## src/rtl/sva_attempt_scheduler_if.sv

```systemverilog
// Evaluator handshake between the attempt scheduler (master) and the shared
// next-state engine (slave).
interface sva_attempt_scheduler_if #(
  parameter int NUM_SLOTS = 4,
  parameter int STATE_W   = 4,
  parameter int TS_W      = 16
);
  localparam int SLOT_W = (NUM_SLOTS > 1) ? $clog2(NUM_SLOTS) : 1;

  logic               eval_req;
  logic [SLOT_W-1:0]  eval_slot;
  logic [STATE_W-1:0] eval_state;
  logic [TS_W-1:0]    eval_ts;
  logic               eval_ack;
  logic [STATE_W-1:0] eval_next;
  logic [1:0]         eval_kind;

  modport master (
    output eval_req, eval_slot, eval_state, eval_ts,
    input  eval_ack, eval_next, eval_kind
  );

  modport slave (
    input  eval_req, eval_slot, eval_state, eval_ts,
    output eval_ack, eval_next, eval_kind
  );
endinterface

```

## src/rtl/sva_attempt_scheduler.sv

```systemverilog
// Time-multiplexes one assertion evaluator over a pool of attempt slots:
// per step, evaluate live slots in ascending order, then launch one new attempt.
module sva_attempt_scheduler #(
  parameter int NUM_SLOTS  = 4,
  parameter int STATE_W    = 4,
  parameter int INIT_STATE = 0,
  parameter int TS_W       = 16,
  parameter int CNT_W      = 16
) (
  input  logic                  gclk,
  input  logic                  grst,
  input  logic                  step_pulse,
  input  logic                  start_en,
  sva_attempt_scheduler_if.master ev,
  output logic                  busy,
  output logic [NUM_SLOTS-1:0]  active_mask,
  output logic [TS_W-1:0]       step_cnt,
  output logic [CNT_W-1:0]      succ_cnt,
  output logic [CNT_W-1:0]      fail_cnt,
  output logic [CNT_W-1:0]      lazy_cnt,
  output logic [CNT_W-1:0]      drop_cnt,
  output logic                  overrun
);
  localparam int SLOT_W = (NUM_SLOTS > 1) ? $clog2(NUM_SLOTS) : 1;

  // state  | meaning: IDLE wait for step, SCAN pick next pending slot,
  //          WAIT hold request until ack, LAUNCH place new attempt in a free slot
  typedef enum logic [1:0] {IDLE, SCAN, WAIT, LAUNCH} fsm_e;

  localparam logic [1:0] KIND_CONT = 2'b00;
  localparam logic [1:0] KIND_SUCC = 2'b01;
  localparam logic [1:0] KIND_FAIL = 2'b10;

  fsm_e               state_q;
  logic [NUM_SLOTS-1:0] active_q;
  logic [NUM_SLOTS-1:0] pend_q;
  logic [STATE_W-1:0] slot_state_q [NUM_SLOTS];
  logic [TS_W-1:0]    slot_ts_q    [NUM_SLOTS];
  logic               launch_pend_q;
  logic               launched_q;
  logic [TS_W-1:0]    cur_ts_q;
  logic [TS_W-1:0]    step_cnt_q;
  logic [CNT_W-1:0]   succ_cnt_q, fail_cnt_q, lazy_cnt_q, drop_cnt_q;
  logic               overrun_q;
  logic               eval_req_q;
  logic [SLOT_W-1:0]  eval_slot_q;
  logic [STATE_W-1:0] eval_state_q;
  logic [TS_W-1:0]    eval_ts_q;

  logic               pend_found_d, free_found_d;
  logic [SLOT_W-1:0]  pend_idx_d, free_idx_d;

  function automatic logic [CNT_W-1:0] sat_inc(input logic [CNT_W-1:0] v);
    return (&v) ? v : v + 1'b1;
  endfunction

  // Descending scan so the last hit is the lowest index.
  always_comb begin
    pend_found_d = 1'b0;
    pend_idx_d   = '0;
    free_found_d = 1'b0;
    free_idx_d   = '0;
    for (int i = NUM_SLOTS - 1; i >= 0; i--) begin
      if (pend_q[i]) begin
        pend_found_d = 1'b1;
        pend_idx_d   = SLOT_W'(i);
      end
      if (!active_q[i]) begin
        free_found_d = 1'b1;
        free_idx_d   = SLOT_W'(i);
      end
    end
  end

  always_ff @(posedge gclk or posedge grst) begin
    if (grst) begin
      state_q       <= IDLE;
      active_q      <= '0;
      pend_q        <= '0;
      for (int i = 0; i < NUM_SLOTS; i++) begin
        slot_state_q[i] <= '0;
        slot_ts_q[i]    <= '0;
      end
      launch_pend_q <= 1'b0;
      launched_q    <= 1'b0;
      cur_ts_q      <= '0;
      step_cnt_q    <= '0;
      succ_cnt_q    <= '0;
      fail_cnt_q    <= '0;
      lazy_cnt_q    <= '0;
      drop_cnt_q    <= '0;
      overrun_q     <= 1'b0;
      eval_req_q    <= 1'b0;
      eval_slot_q   <= '0;
      eval_state_q  <= '0;
      eval_ts_q     <= '0;
    end else begin
      if (step_pulse && state_q != IDLE) overrun_q <= 1'b1;
      case (state_q)
        IDLE: begin
          if (step_pulse) begin
            pend_q        <= active_q;
            launch_pend_q <= start_en;
            launched_q    <= 1'b0;
            cur_ts_q      <= step_cnt_q;
            step_cnt_q    <= step_cnt_q + 1'b1;
            state_q       <= SCAN;
          end
        end
        SCAN: begin
          if (pend_found_d) begin
            eval_req_q   <= 1'b1;
            eval_slot_q  <= pend_idx_d;
            eval_state_q <= slot_state_q[pend_idx_d];
            eval_ts_q    <= slot_ts_q[pend_idx_d];
            state_q      <= WAIT;
          end else if (launch_pend_q && !launched_q) begin
            state_q <= LAUNCH;
          end else begin
            state_q <= IDLE;
          end
        end
        WAIT: begin
          if (ev.eval_ack) begin
            eval_req_q          <= 1'b0;
            pend_q[eval_slot_q] <= 1'b0;
            case (ev.eval_kind)
              KIND_CONT: slot_state_q[eval_slot_q] <= ev.eval_next;
              KIND_SUCC: begin
                active_q[eval_slot_q] <= 1'b0;
                succ_cnt_q            <= sat_inc(succ_cnt_q);
              end
              KIND_FAIL: begin
                active_q[eval_slot_q] <= 1'b0;
                fail_cnt_q            <= sat_inc(fail_cnt_q);
              end
              default: begin
                active_q[eval_slot_q] <= 1'b0;
                lazy_cnt_q            <= sat_inc(lazy_cnt_q);
              end
            endcase
            state_q <= SCAN;
          end
        end
        LAUNCH: begin
          launched_q <= 1'b1;
          // Setting the pend bit makes the new attempt the last evaluation of this step.
          if (free_found_d) begin
            active_q[free_idx_d]     <= 1'b1;
            slot_state_q[free_idx_d] <= STATE_W'(INIT_STATE);
            slot_ts_q[free_idx_d]    <= cur_ts_q;
            pend_q[free_idx_d]       <= 1'b1;
          end else begin
            drop_cnt_q <= sat_inc(drop_cnt_q);
          end
          state_q <= SCAN;
        end
        default: state_q <= IDLE;
      endcase
    end
  end

  assign ev.eval_req   = eval_req_q;
  assign ev.eval_slot  = eval_slot_q;
  assign ev.eval_state = eval_state_q;
  assign ev.eval_ts    = eval_ts_q;

  assign busy        = (state_q != IDLE);
  assign active_mask = active_q;
  assign step_cnt    = step_cnt_q;
  assign succ_cnt    = succ_cnt_q;
  assign fail_cnt    = fail_cnt_q;
  assign lazy_cnt    = lazy_cnt_q;
  assign drop_cnt    = drop_cnt_q;
  assign overrun     = overrun_q;
endmodule
```

## src/flat_wrapper.sv

```systemverilog
// flat-port wrapper written by rule: the top's interface ports become plain ports
module sva_attempt_scheduler_flat 
#(
  parameter int NUM_SLOTS  = 4,
  parameter int STATE_W    = 4,
  parameter int INIT_STATE = 0,
  parameter int TS_W       = 16,
  parameter int CNT_W      = 16
)
  (gclk, grst, step_pulse, start_en, busy, active_mask, step_cnt, succ_cnt, fail_cnt, lazy_cnt, drop_cnt, overrun, ev_eval_req, ev_eval_slot, ev_eval_state, ev_eval_ts, ev_eval_ack, ev_eval_next, ev_eval_kind);
  sva_attempt_scheduler_if #(.NUM_SLOTS(NUM_SLOTS), .STATE_W(STATE_W), .TS_W(TS_W)) ev_i ();
  input  logic gclk;
  input  logic grst;
  input  logic step_pulse;
  input  logic start_en;
  output logic busy;
  output logic [NUM_SLOTS-1:0] active_mask;
  output logic [TS_W-1:0] step_cnt;
  output logic [CNT_W-1:0] succ_cnt;
  output logic [CNT_W-1:0] fail_cnt;
  output logic [CNT_W-1:0] lazy_cnt;
  output logic [CNT_W-1:0] drop_cnt;
  output logic overrun;
  output wire logic [$bits(ev_i.eval_req)-1:0] ev_eval_req;
  output wire logic [$bits(ev_i.eval_slot)-1:0] ev_eval_slot;
  output wire logic [$bits(ev_i.eval_state)-1:0] ev_eval_state;
  output wire logic [$bits(ev_i.eval_ts)-1:0] ev_eval_ts;
  input wire logic [$bits(ev_i.eval_ack)-1:0] ev_eval_ack;
  input wire logic [$bits(ev_i.eval_next)-1:0] ev_eval_next;
  input wire logic [$bits(ev_i.eval_kind)-1:0] ev_eval_kind;
  assign ev_eval_req = ev_i.eval_req;
  assign ev_eval_slot = ev_i.eval_slot;
  assign ev_eval_state = ev_i.eval_state;
  assign ev_eval_ts = ev_i.eval_ts;
  assign ev_i.eval_ack = ev_eval_ack;
  assign ev_i.eval_next = ev_eval_next;
  assign ev_i.eval_kind = ev_eval_kind;
  sva_attempt_scheduler #(.NUM_SLOTS(NUM_SLOTS), .STATE_W(STATE_W), .INIT_STATE(INIT_STATE), .TS_W(TS_W), .CNT_W(CNT_W)) u_core (.gclk(gclk), .grst(grst), .step_pulse(step_pulse), .start_en(start_en), .ev(ev_i), .busy(busy), .active_mask(active_mask), .step_cnt(step_cnt), .succ_cnt(succ_cnt), .fail_cnt(fail_cnt), .lazy_cnt(lazy_cnt), .drop_cnt(drop_cnt), .overrun(overrun));
endmodule
```

## config.mk

```make
export PLATFORM = sky130hd
export DESIGN_NAME = sva_attempt_scheduler_flat
export DESIGN_NICKNAME = d
export VERILOG_FILES = /design/src/rtl/sva_attempt_scheduler_if.sv /design/src/rtl/sva_attempt_scheduler.sv /design/src/flat_wrapper.sv
export SDC_FILE = /design/constraint.sdc
export NUM_CORES = 1
export LEC_CHECK = 0
export CAP_MARGIN = 10
export CORE_ASPECT_RATIO = 0.7
export CORE_MARGIN = 3
export CORE_UTILIZATION = 50
export DETAILED_ROUTE_END_ITERATION = 8
export PLACE_DENSITY = 0.76
export SYNTH_ARGS = -nofsm -noshare
export SYNTH_HDL_FRONTEND = slang
export SYNTH_SLANG_ARGS = --single-unit
```

## constraint.sdc

```tcl
create_clock -name gclk -period 7.7 [get_ports gclk]
set_input_delay 1.54 -clock gclk [delete_from_list [all_inputs] [get_ports gclk]]
set_output_delay 1.54 -clock gclk [all_outputs]
set_load 0.01 [all_outputs]
```

# == Word-level counts from Yosys, hierarchy flattened ==
# Cells that the tools add are included.
# classes
addsub,5
magnitude_cmp,9
eq_ne,11
n_mux,56
bitwise_logic,16
reduce_logical,32
# op_table
cell,n
2-to-1 mux 16 bit,6
"adder 16 x 1 -> 16 bit, second input constant",5
bitwise mux 64 bit,1
AND reduction 16 bit,4
2-to-1 mux 4 bit,10
binary-select mux 16 bit (select 2 bit),1
demux 16 bit (select 2 bit),1
case mux 16 bit (2 select lines),1
2-to-1 mux 2 bit,12
AND reduction 4 bit,6
AND 16 bit,1
bitwise mux 16 bit,1
demux 4 bit (select 2 bit),2
inverter 16 bit,1
2-to-1 mux 1 bit,13
case mux 4 bit (3 select lines),1
AND reduction 2 bit,5
"greater-or-equal comparator 3 bit, second input constant",3
inverter 2 -> 3 bit,3
AND 4 bit,2
binary-select mux 4 bit (select 2 bit),1
bitwise OR 4 bit,2
case mux 2 bit (4 select lines),1
case mux 4 bit (2 select lines),1
other kinds (18),45
# word_totals
reg_bits,212
inputBits,11

# == Depth between registers and ports, before layout ==
# Gate-level depths: netlist of run 1.
# logic_depth
word_depth,13
mapped_depth,6

# == Least setup slack after synthesis of run 1 ==
# No wires, ideal clock.
# synth_timing
path_type,input -> register
startpoint,in ev_eval_ack
endpoint,reg u_core.fail_cnt_q[9] (netlist: u_core.fail_cnt[9])
setup_time_ns,0.147
arrival_ns,2.595
required_ns,7.553
setup_slack_ns,4.957
path_stages,5
path_buffers,1
path_cell_list,clkbuf_2 -> and3b_2 -> nand4_2 -> a2111oi_0 -> xor2_1
# synth_between
elab_chain_cells,1
# synth_lines
item,line,source
from (decl),flat_wrapper.sv:28,input wire logic [$bits(ev_i.eval_ack)-1:0] ev_eval_ack;
AND reduction 4 bit (no source line),-,
to (signal assigned),sva_attempt_scheduler.sv:135,fail_cnt_q <= sat_inc(fail_cnt_q);
to (decl),sva_attempt_scheduler.sv:43,"logic [CNT_W-1:0] succ_cnt_q, fail_cnt_q, lazy_cnt_q, drop_cnt_q;"
# No other way between the ends.
# A chain may end at the register's enable or synchronous reset.

# == Worst setup path after layout of run 1 ==
# layout_timing
startpoint,reg u_core.state_q[1]
endpoint,out busy
# layout_between
elab_chain_cells,1
# layout_lines
item,line,source
from (decl),sva_attempt_scheduler.sv:34,fsm_e state_q;
from (signal assigned),sva_attempt_scheduler.sv:77,state_q <= IDLE;
from (signal assigned),sva_attempt_scheduler.sv:107,state_q <= SCAN;
from (signal assigned),sva_attempt_scheduler.sv:116,state_q <= WAIT;
nonzero test 2 bit,sva_attempt_scheduler.sv:168,assign busy = (state_q != IDLE);
to (decl),flat_wrapper.sv:16,output logic busy;
# No other way between the ends.

==> metrics.txt, run 1 <==
Psw 1.14 mW; status finished, final reports clean; clock root buffer clkbuf_16; post-route DRC violation count 0; GP Congestion 0.811; Global Route met1 Usage 34.5%; clock transition at the registers of the reported paths 0.06 ns; grt met2 use 31.9%; Critical Path, Cell by Cell or2_2 -> clkdlybuf4s50_1; DR iter-0 viols 652; hold path startpoint u_core.overrun$_DFFE_PP0P_; Worst R2R End u_core.slot_state_q[6]$_DFFE_PP0P_; GR Util met3 3.90%; PnR worst setup slack 4.07 ns; htree depth 1; EDFF count, synth 0; flops & latches, synth 212; Cell Area, Synth 0.00975 mm²; DR vias 7079; Final Cycle Share 47.1%; Max Cap Violations 0; Register Area 0.00531 mm²; Clk Latency, worst-skew pair 0.50 ns; Cell Int Power 2.48 mW; Initial Utilization 51.2%; initial antenna violation count 0; area grow syn2layout 22.7%; Top FF cell, synth dfrtp_1; Slew @ Worst Pin 1.21 ns; Post-DP Area 0.0112 mm²; Avg Cell Area, Syn 11.6 µm²; Final Hold Viols 0; Flop pwr share 43.6%; CTS sink cnt 212; Port Buffers 119; Worst EP arrival 2.09 ns; worst setup path startpoint u_core.state_q[1]$_DFFE_PP0P_; YS warnings 0; fraction of layout cells with a size suffix above 1 16.3%; Setup TNS 0 ns; critical path type reg -> out; Design Area, Final 0.0120 mm²; most numerous cell in the Yosys netlist dfrtp_1; CTS Hold Buffers Added 0; final setup skew 0.0122 ns; crit-path leading delay family flip-flops; RSZ-0062 raised after global routing no; synthesized net count 859; Total Routing Usage GR 21.9%; # diodes 0; worst slack, placed 4.08 ns; Routed WL 22800 µm; Critical Path Fanout Max 23; hpwl dp 14700 µm; Hold Crit Class reg -> reg; die height 123 µm; drt wl/cell 18.4 µm; power per cell area 302 mW/mm²; power share of the clock group 31.5%; Die Footprint 0.0212 mm²; busiest grt layer met1; CTS tree built; vias in the first global route 6937; Req. time, crit path 6.16 ns; Buf+Inv Stages, Crit Path 1; Synth Instances 843; slowest CP cell dfrtp_1; antenna viol nets, final 0; R2R depth 4; largest net degree at the start of global routing 161; grt ovf 0; area of the multi-input gates 0.00425 mm²; nets@finish 972; async set or reset register ratio after synthesis 100%; Yosys top cell area share 54.4%; max-slew violations 0; register area share after synthesis 54.4%; Comb pwr share 24.9%; Power Total 3.62 mW; post-synth cell types 62; Peak VDD IR 0.000161 V; Net Sw Frac 31.5%; first-pass GRT wire length 37900 µm; Setup Buffers After CTS 0; Worst Setup Start Kind register; post-layout min period 3.63 ns; Critical Path Stages 2; post-CTS sizing 0; Rows 42; vias per cell 5.73; Max transition margin 19.2%; Area contributors post-synth dfrtp_1 (54%), mux2_2 (10%), xor2_1 (3.5%); setup violators final 0; CTS buffer count 22; Pleak 5.36 nW; flop2flop setup slack 4.81 ns; 1st-pass router iterations 5; Critical R2R Launch u_core.state_q[1]$_DFFE_PP0P_; CTS max path bufs 3; core area 0.0190 mm²; cell taking the most area after synthesis dfrtp_1; Synth top cells by count dfrtp_1 (212), mux2_2 (88), nand2_1 (66); fmax 276 MHz; Worst Setup EP busy; Max stage delay on crit path 0.80 ns; IO Pins 120; Setup crit end kind output port; die width 173 µm; # fillers 1516
[cell families (layout without fill, tap and decap cells)]
kind of cell	after synthesis	after routing	share of synthesized area (%)
AO/OA/AOI/OAI	119	119	7.38
XOR/XNOR	67	67	6.02
flip-flops	212	212	54.4
multiplexers	114	114	12.8
adder cells (fa/ha/maj)	5	5	0.642
AND/OR/NAND/NOR	279	279	16.5
buffers and inverters	47	176	2.16
[per-layer routing]
metal / part of all wire [%] / vias up / routed length, µm
li1: - / 3277 / -
met1: 49 / 3563 / 11200
met2: 43 / 218 / 9810
met3: 6.5 / 21 / 1470
met4: 1.2 / 0 / 281
met5: 0 / - / 0
[state kept, by name (all words and copies together), names as in the netlist]
| register | flops |
|---|---|
| u_core.cur_ts_q | 16 |
| u_core.pend_q | 4 |
| u_core.overrun | 1 |
| u_core.ev.eval_state | 4 |
| u_core.slot_ts_q | 64 |
| u_core.step_cnt | 16 |
| u_core.lazy_cnt | 16 |
| u_core.launched_q | 1 |
| u_core.drop_cnt | 16 |
| u_core.slot_state_q | 16 |
| u_core.ev.eval_ts | 16 |
| u_core.active_mask | 4 |
| u_core.fail_cnt | 16 |
| u_core.launch_pend_q | 1 |
| u_core.ev.eval_req | 1 |
| u_core.ev.eval_slot | 2 |
| u_core.state_q | 2 |
| u_core.succ_cnt | 16 |
[power groups by stage]
| stage | clock (mW) | combinational, mW | sequential [mW] |
|---|---|---|---|
| finish | 1.14 | 0.902 | 1.58 |
| global route | 1.20 | 0.994 | 1.61 |
| CTS | 1.15 | 0.910 | 1.57 |
| detailed placement | 0 | 0.902 | 1.59 |
| global placement | 0 | 0.879 | 1.59 |
| floorplan | 0 | 0.607 | 1.51 |
[layout make-up]
class / count / area share, %
clock inverters: 9 / 1.00
inverters: 10 / 0.377
clock buffers: 31 / 5.57
well taps: 264 / 2.76
repair buffers: 126 / 10.4
multi-input cells: 584 / 35.5
flip-flops and latches: 212 / 44.4
[worst min-delay path by stage]
stage          slack [ns]  depth (start not counted)                            endpoint
4_1_cts              0.46                          1          u_core.overrun$_DFFE_PP0P_
2_1_floorplan        0.47                          1  u_core.slot_state_q[0]$_DFFE_PP0P_
3_5_place_dp         0.44                          1          u_core.overrun$_DFFE_PP0P_
6_report             0.45                          1          u_core.overrun$_DFFE_PP0P_
5_1_grt              0.47                          1          u_core.overrun$_DFFE_PP0P_
3_3_place_gp         0.44                          1          u_core.overrun$_DFFE_PP0P_
[through the flow]
step | hold slack [ns] | utilization [%] | instances
after floorplan | 0.465 | - | 843
after global placement | 0.442 | 58.7 | 1196
after detailed placement | 0.443 | 58.7 | 1196
after CTS | 0.457 | 62.8 | 1236
after global routing | 0.472 | 62.8 | 1236
final | 0.453 | 62.8 | 1236
[cells in the final DEF, fill, tap and decap left out, drive strengths merged, types with 18 or more instances in the layout]
cell           netlist  final
nand2               67     67
mux2                88     88
nand3               31     31
a21oi               47     47
o21ai               33     33
mux2i               26     26
xnor2               28     28
nor2                36     36
clkbuf              18     31
nand4               24     24
xor2                39     39
nand3b              22     22
dfrtp              212    212
clkdlybuf4s50        0    119
nor3                18     18
Note: power is estimated with default switching activity, not from simulation.
==> run 2: changes to the inputs <==
==> constraint.sdc (replaced) <==
create_clock -name gclk -period 3.1 [get_ports gclk]
set_input_delay 0.62 -clock gclk [delete_from_list [all_inputs] [get_ports gclk]]
set_output_delay 0.62 -clock gclk [all_outputs]
set_load 0.01 [all_outputs]
==> run 2 against run 1 <==
- combinational power grew to 2.5 times the previous value
- wire length grew 0.59%
- first-iteration DRC count shrank 13%
- clock skew is essentially flat
==> metrics.txt, run 2 (synthesized netlist as in run 1, its figures left out) <==
status finished, final reports clean; Worst EP arrival 2.06 ns (-0.03 ns); CTS Hold Buffers Added 0 (unchanged); Max stage delay on crit path 0.78 ns (-0.02 ns); Worst R2R End u_core.slot_ts_q[30]$_DFFE_PP0P_; # diodes 0 (unchanged); first-pass GRT wire length 37300 µm (-1.7%); Initial Utilization 51.2% (unchanged); grt ovf 0 (unchanged); core area 0.0190 mm² (unchanged); power share of the clock group 30.2% (-1.3 points); Peak VDD IR 0.000502 V (+210%); crit-path leading delay family flip-flops; most frequent cells in the layout dfrtp_1 (212), clkdlybuf4s50_1 (119), mux2_2 (88), nand2_1 (66), a21oi_1 (47); Max Cap Violations 0 (unchanged); max-slew violations 0 (unchanged); Buf+Inv Stages, Crit Path 1 (unchanged); fraction of layout cells with a size suffix above 1 16.4% (+0.16 points); grt met2 use 31.2% (-0.62 points); Total Routing Usage GR 21.5% (-0.33 points); nets@finish 978 (+0.62%); DR iter-0 viols 569 (-13%); Port Buffers 119 (unchanged); Critical Path, Cell by Cell or2_2 -> clkdlybuf4s50_1; post-CTS sizing 0 (unchanged); GP Congestion 0.815 (+0.47%); critical path type reg -> out; 1st-pass router iterations 5 (unchanged); flop2flop setup slack 0.85 ns (-3.96 ns); Clk Latency, worst-skew pair 0.49 ns (about the same); Req. time, crit path 2.48 ns (-3.68 ns); clock transition at the registers of the reported paths 0.06 ns (about the same); Final Hold Viols 0 (unchanged); slowest CP cell dfrtp_1; post-layout min period 2.68 ns; Placed Cells incl. Taps 1203 (+0.59%); Net Sw Frac 31.5% (+0.039 points); Die Footprint 0.0212 mm² (unchanged); Critical Path Stages 2 (unchanged); worst slack, placed 0.532 ns (-3.55 ns); fmax 374 MHz; hpwl dp 15100 µm (+2.9%); Hold Crit Class in -> async; GR Util met3 4.08% (+0.19 points); Slew @ Worst Pin 0.860 ns (-0.351 ns); Pleak 5.37 nW (+0.17%); Cell Int Power 6.10 mW (+150%); R2R depth 4 (unchanged); CTS buffer count 21 (-4.5%); PnR worst setup slack 0.423 ns (-3.65 ns); die width 173 µm (unchanged); final setup skew 0.0118 ns (-0.000393 ns); CTS tree built; die height 123 µm (unchanged); Final Cycle Share 86.4%; largest net degree at the start of global routing 126 (-22%); Setup crit end kind output port; Worst Setup Start Kind register; Setup Buffers After CTS 0 (unchanged); Flop pwr share 44.0% (+0.4 points); clock root buffer clkbuf_16; Critical R2R Launch u_core.state_q[1]$_DFFE_PP0P_; Critical Path Fanout Max 23 (unchanged); Rows 42 (unchanged); Largest Register u_core.slot_ts_q; htree depth 1 (unchanged); Routed WL 22900 µm (+0.59%); Global Route met1 Usage 33.5% (-0.97 points); Psw 2.80 mW (+150%); DR vias 7012 (-0.95%); antenna viol nets, final 0 (unchanged); power per cell area 742 mW/mm² (+150%); drt wl/cell 18.5 µm (+0.35%); IO Pins 120 (unchanged); max reg flops 64 (unchanged); Comb pwr share 25.8% (+0.9 points); # fillers 1500 (-1.1%); busiest grt layer met1; vias per cell 5.66 (-1.2%); CTS max path bufs 3 (unchanged); commonest non-fill, non-tap cell in the layout dfrtp_1; post-route DRC violation count 0 (unchanged); Max transition margin 42.7% (+23 points); area grow syn2layout 23.0%; non-filler cells, final 1239 (+0.24%); setup violators final 0 (unchanged); RSZ-0062 raised after global routing no; vias in the first global route 6920 (-0.25%); CTS sink cnt 212 (unchanged); initial antenna violation count 1 (+1)
==> run 2: cell types whose count changed in the layout (fill, tap and decap cells not counted), sizes merged <==
cell,delta
buf,+7
clkinv,-6
clkbuf,+3
bufinv,-1
clkinvlp,+1
inv,-1
==> run 2: worst reg2reg max path, delay by kind of cell (launching register included) <==
kind | cells | cell delay [ns]
simple gates | 2 | 0.72
flops | 1 | 0.78
buf+inv | 1 | 0.28
mux | 1 | 0.35
==> run 2: area by class of cell <==
type / instances / area (µm²) / share of cell area (%)
inverters: 10 / 41.3 / 0.344
flip-flops and latches: 212 / 5310 / 44.2
well taps: 264 / 330 / 2.75
multi-input cells: 584 / 4250 / 35.4
repair buffers: 133 / 1330 / 11.1
clock buffers: 34 / 674 / 5.62
clock inverters: 2 / 60.1 / 0.501
==> run 2: routing by layer <==
metal  vias to the layer above  share of wire, %
met1                      3503                50
met5                         -             0.035
met3                        40               5.5
met4                         2               2.1
met2                       184                42
li1                       3283                 -
==> run 2: how the worst max path moves through the flow <==
stage	from	endpoint	slack, ns
6_report	u_core.state_q[1]$_DFFE_PP0P_	busy	0.42
5_1_grt	u_core.state_q[1]$_DFFE_PP0P_	busy	0.31
4_1_cts	u_core.state_q[1]$_DFFE_PP0P_	busy	0.40
3_5_place_dp	step_pulse	u_core.step_cnt[15]$_DFFE_PP0P_	0.53
3_3_place_gp	step_pulse	u_core.step_cnt[15]$_DFFE_PP0P_	0.57
2_1_floorplan	grst	u_core.active_mask[0]$_DFFE_PP0P_	-0.28
==> run 2: stage by stage <==
stage | TNS, ns | utilization, % | area (µm²) | hold slack [ns] | power, mW
2_1_floorplan | -58.55 | - | 9750 | 0.465 | 5.26
4_1_cts | 0 | 63.0 | 12000 | 0.423 | 8.94
3_3_place_gp | 0 | 59.2 | 11300 | 0.441 | 6.15
5_1_grt | 0 | 63.0 | 12000 | 0.452 | 9.35
6_report | 0 | 63.0 | 12000 | 0.427 | 8.90
3_5_place_dp | 0 | 59.2 | 11300 | 0.448 | 6.23
==> run 2: power by group through the flow <==
stage          sequential (mW)  combinational (mW)  clock (mW)
5_1_grt                   4.01                2.51        2.84
4_1_cts                   3.91                2.31        2.73
3_5_place_dp              3.95                2.29           0
6_report                  3.92                2.29        2.69
2_1_floorplan             3.75                1.51           0
3_3_place_gp              3.93                2.23           0
==> run 3: changes to the inputs <==
--- a/config.mk
+++ b/config.mk
@@ -10,7 +10,7 @@
 export CORE_MARGIN = 3
 export CORE_UTILIZATION = 50
 export DETAILED_ROUTE_END_ITERATION = 8
-export PLACE_DENSITY = 0.76
+export DONT_BUFFER_PORTS = 1
 export SYNTH_ARGS = -nofsm -noshare
 export SYNTH_HDL_FRONTEND = slang
 export SYNTH_SLANG_ARGS = --single-unit
==> constraint.sdc (replaced) <==
create_clock -name gclk -period 2.6 [get_ports gclk]
set_input_delay 0.52 -clock gclk [delete_from_list [all_inputs] [get_ports gclk]]
set_output_delay 0.52 -clock gclk [all_outputs]
set_load 0.01 [all_outputs]
==> run 3 against run 2 <==
- combinational power is 3% lower
- sequential power is 21% higher
- die area stayed put
- critical endpoint is now u_core.ev.eval_ts[4]$_DFFE_PP0P_
==> metrics.txt, run 3 (synthesized netlist as in run 1, its figures left out) <==
DR iter-0 viols 535 (-6.0%); Total Routing Usage GR 21.0% (-0.51 points); Final Cycle Share 86.9%; antenna viol nets, final 0 (unchanged); die height 123 µm (unchanged); clock transition at the registers of the reported paths 0.06 ns (about the same); drt wl/cell 19.7 µm (+6.5%); vias in the first global route 6644 (-4.0%); CTS buffer count 22 (+4.8%); Largest Register u_core.slot_ts_q; status finished, final reports clean; die width 173 µm (unchanged); post-layout min period 2.26 ns; vias per cell 5.91 (+4.4%); htree depth 1 (unchanged); max reg flops 64 (unchanged); Setup crit end kind register; Peak VDD IR 0.000656 V (+31%); core area 0.0190 mm² (unchanged); max-slew violations 0 (unchanged); fin util 57.0% (-6.0 points); Rows 42 (unchanged); commonest non-fill, non-tap cell in the layout dfrtp_1; nets@finish 865 (-12%); largest net degree at the start of global routing 81 (-36%); clock root buffer clkbuf_16; Max Cap Violations 0 (unchanged); crit-path leading delay family simple AND/OR/NAND/NOR gates; Pleak 4.97 nW (-7.5%); area grow syn2layout 11.2%; # diodes 0 (unchanged); Critical Path Fanout Max 23 (unchanged); Setup Buffers After CTS 0 (unchanged); CTS max path bufs 3 (unchanged); fmax 443 MHz; PnR worst setup slack 0.340 ns (-0.0828 ns); Post-DP Area 0.0101 mm² (-10%); Design Area, Final 0.0108 mm² (-9.6%); Routed WL 22200 µm (-3.1%); grt ovf 0 (unchanged); critical path type reg -> reg; Worst EP arrival 2.64 ns (+0.58 ns); Port Buffers 0 (-100%); Hold Crit Class in -> reg; Final Hold Viols 0 (unchanged); Clk Latency, worst-skew pair 0.50 ns (about the same); initial antenna violation count 0 (-1); post-route DRC violation count 0 (unchanged); slowest CP cell or4_1; Initial Utilization 51.2% (unchanged); Max transition margin 49.8% (+7.1 points); setup violators final 0 (unchanged); Worst Setup Start Kind register; Die Footprint 0.0212 mm² (unchanged); most frequent cells in the layout dfrtp_1 (212), mux2_2 (88), nand2_1 (66), a21oi_1 (47), xor2_1 (39); Critical Path, Cell by Cell nand2b_1 -> or4_1 -> o21ai_0; RSZ-0062 raised after global routing no; final setup skew 0.00895 ns (-0.00282 ns); DR vias 6660 (-5.0%); Slew @ Worst Pin 0.747 ns (-0.113 ns); worst slack, placed 0.374 ns (-0.158 ns); Req. time, crit path 2.98 ns (+0.50 ns); first-pass GRT wire length 36400 µm (-2.4%); 1st-pass router iterations 5 (unchanged); fraction of layout cells with a size suffix above 1 19.2% (+2.8 points); Max stage delay on crit path 0.87 ns (+0.09 ns); Buf+Inv Stages, Crit Path 0 (-1); GP Congestion 0.853 (+4.7%); CTS tree built; post-CTS sizing 0 (unchanged); power per cell area 935 mW/mm² (+26%); CTS sink cnt 212 (unchanged); IO Pins 120 (unchanged); hpwl dp 15300 µm (+1.2%)
-- run 3: changes by cell type in the layout (fill, tap and decap cells not counted) --
cell,previous run,this run
clkbuf_16,21,23
clkinvlp_4,1,2
buf_4,11,15
bufinv_16,2,1
clkinv_2,0,3
clkbuf_8,10,7
dlygate4sd3_1,0,1
clkdlybuf4s50_1,119,0
-- run 3: what timing repair did --
action	in CTS	in global routing
hold buffers	1	0
endpoints found under the hold margin	13	0
setup endpoints to repair	0	0
-- run 3: path summary, 6_finish.rpt --
path,from,endpoint,slack [ns],cells past startpoint
setup / recovery,u_core.state_q[0]$_DFFE_PP0P_,u_core.ev.eval_ts[4]$_DFFE_PP0P_,0.34,3
hold / removal,step_pulse,u_core.overrun$_DFFE_PP0P_,0.15,1
setup reg to reg,u_core.state_q[0]$_DFFE_PP0P_,u_core.ev.eval_ts[4]$_DFFE_PP0P_,0.34,3
hold reg to reg,u_core.slot_ts_q[14]$_DFFE_PP0P_,u_core.slot_ts_q[14]$_DFFE_PP0P_,0.50,1
max in group asynchronous,grst,u_core.slot_ts_q[55]$_DFFE_PP0P_,1.34,3
min in group asynchronous,grst,u_core.slot_ts_q[11]$_DFFE_PP0P_,0.51,2
-- run 3: routing by layer --
layer,up-vias,routed length (µm),track usage [%]
li1,3051,-,-
met1,3383,10500,30.5
met2,200,9580,31.6
met3,26,1750,6.25
met4,0,348,4.40
met5,-,0,0
-- run 3: power by group --
group / leakage [nW] / internal (mW) / switching (mW) / total (mW)
Sequential: 2.79 / 3.93 / 0.830 / 4.76
Clock: 0.363 / 1.91 / 1.26 / 3.16
Combinational: 1.81 / 1.00 / 1.21 / 2.21
Total: 4.97 / 6.83 / 3.30 / 10.1
-- run 3: through the flow --
stage               setup TNS (ns)  instances  power, mW  hold WS (ns)
floorplan                  -143.35        843       6.27         0.465
global placement                 0       1088       6.90         0.410
detailed placement               0       1088       7.03         0.420
CTS                              0       1127       10.2         0.130
global route                     0       1127       10.7         0.126
finish                           0       1127       10.1         0.146
-- run 3: layout make-up --
class	count	area [µm²]
multi-input cells	584	4250
flip-flops and latches	212	5310
clock buffers	33	683
fillers	1573	8180
inverters	10	41.3
repair buffers	19	183
clock inverters	5	52.6
well taps	264	330
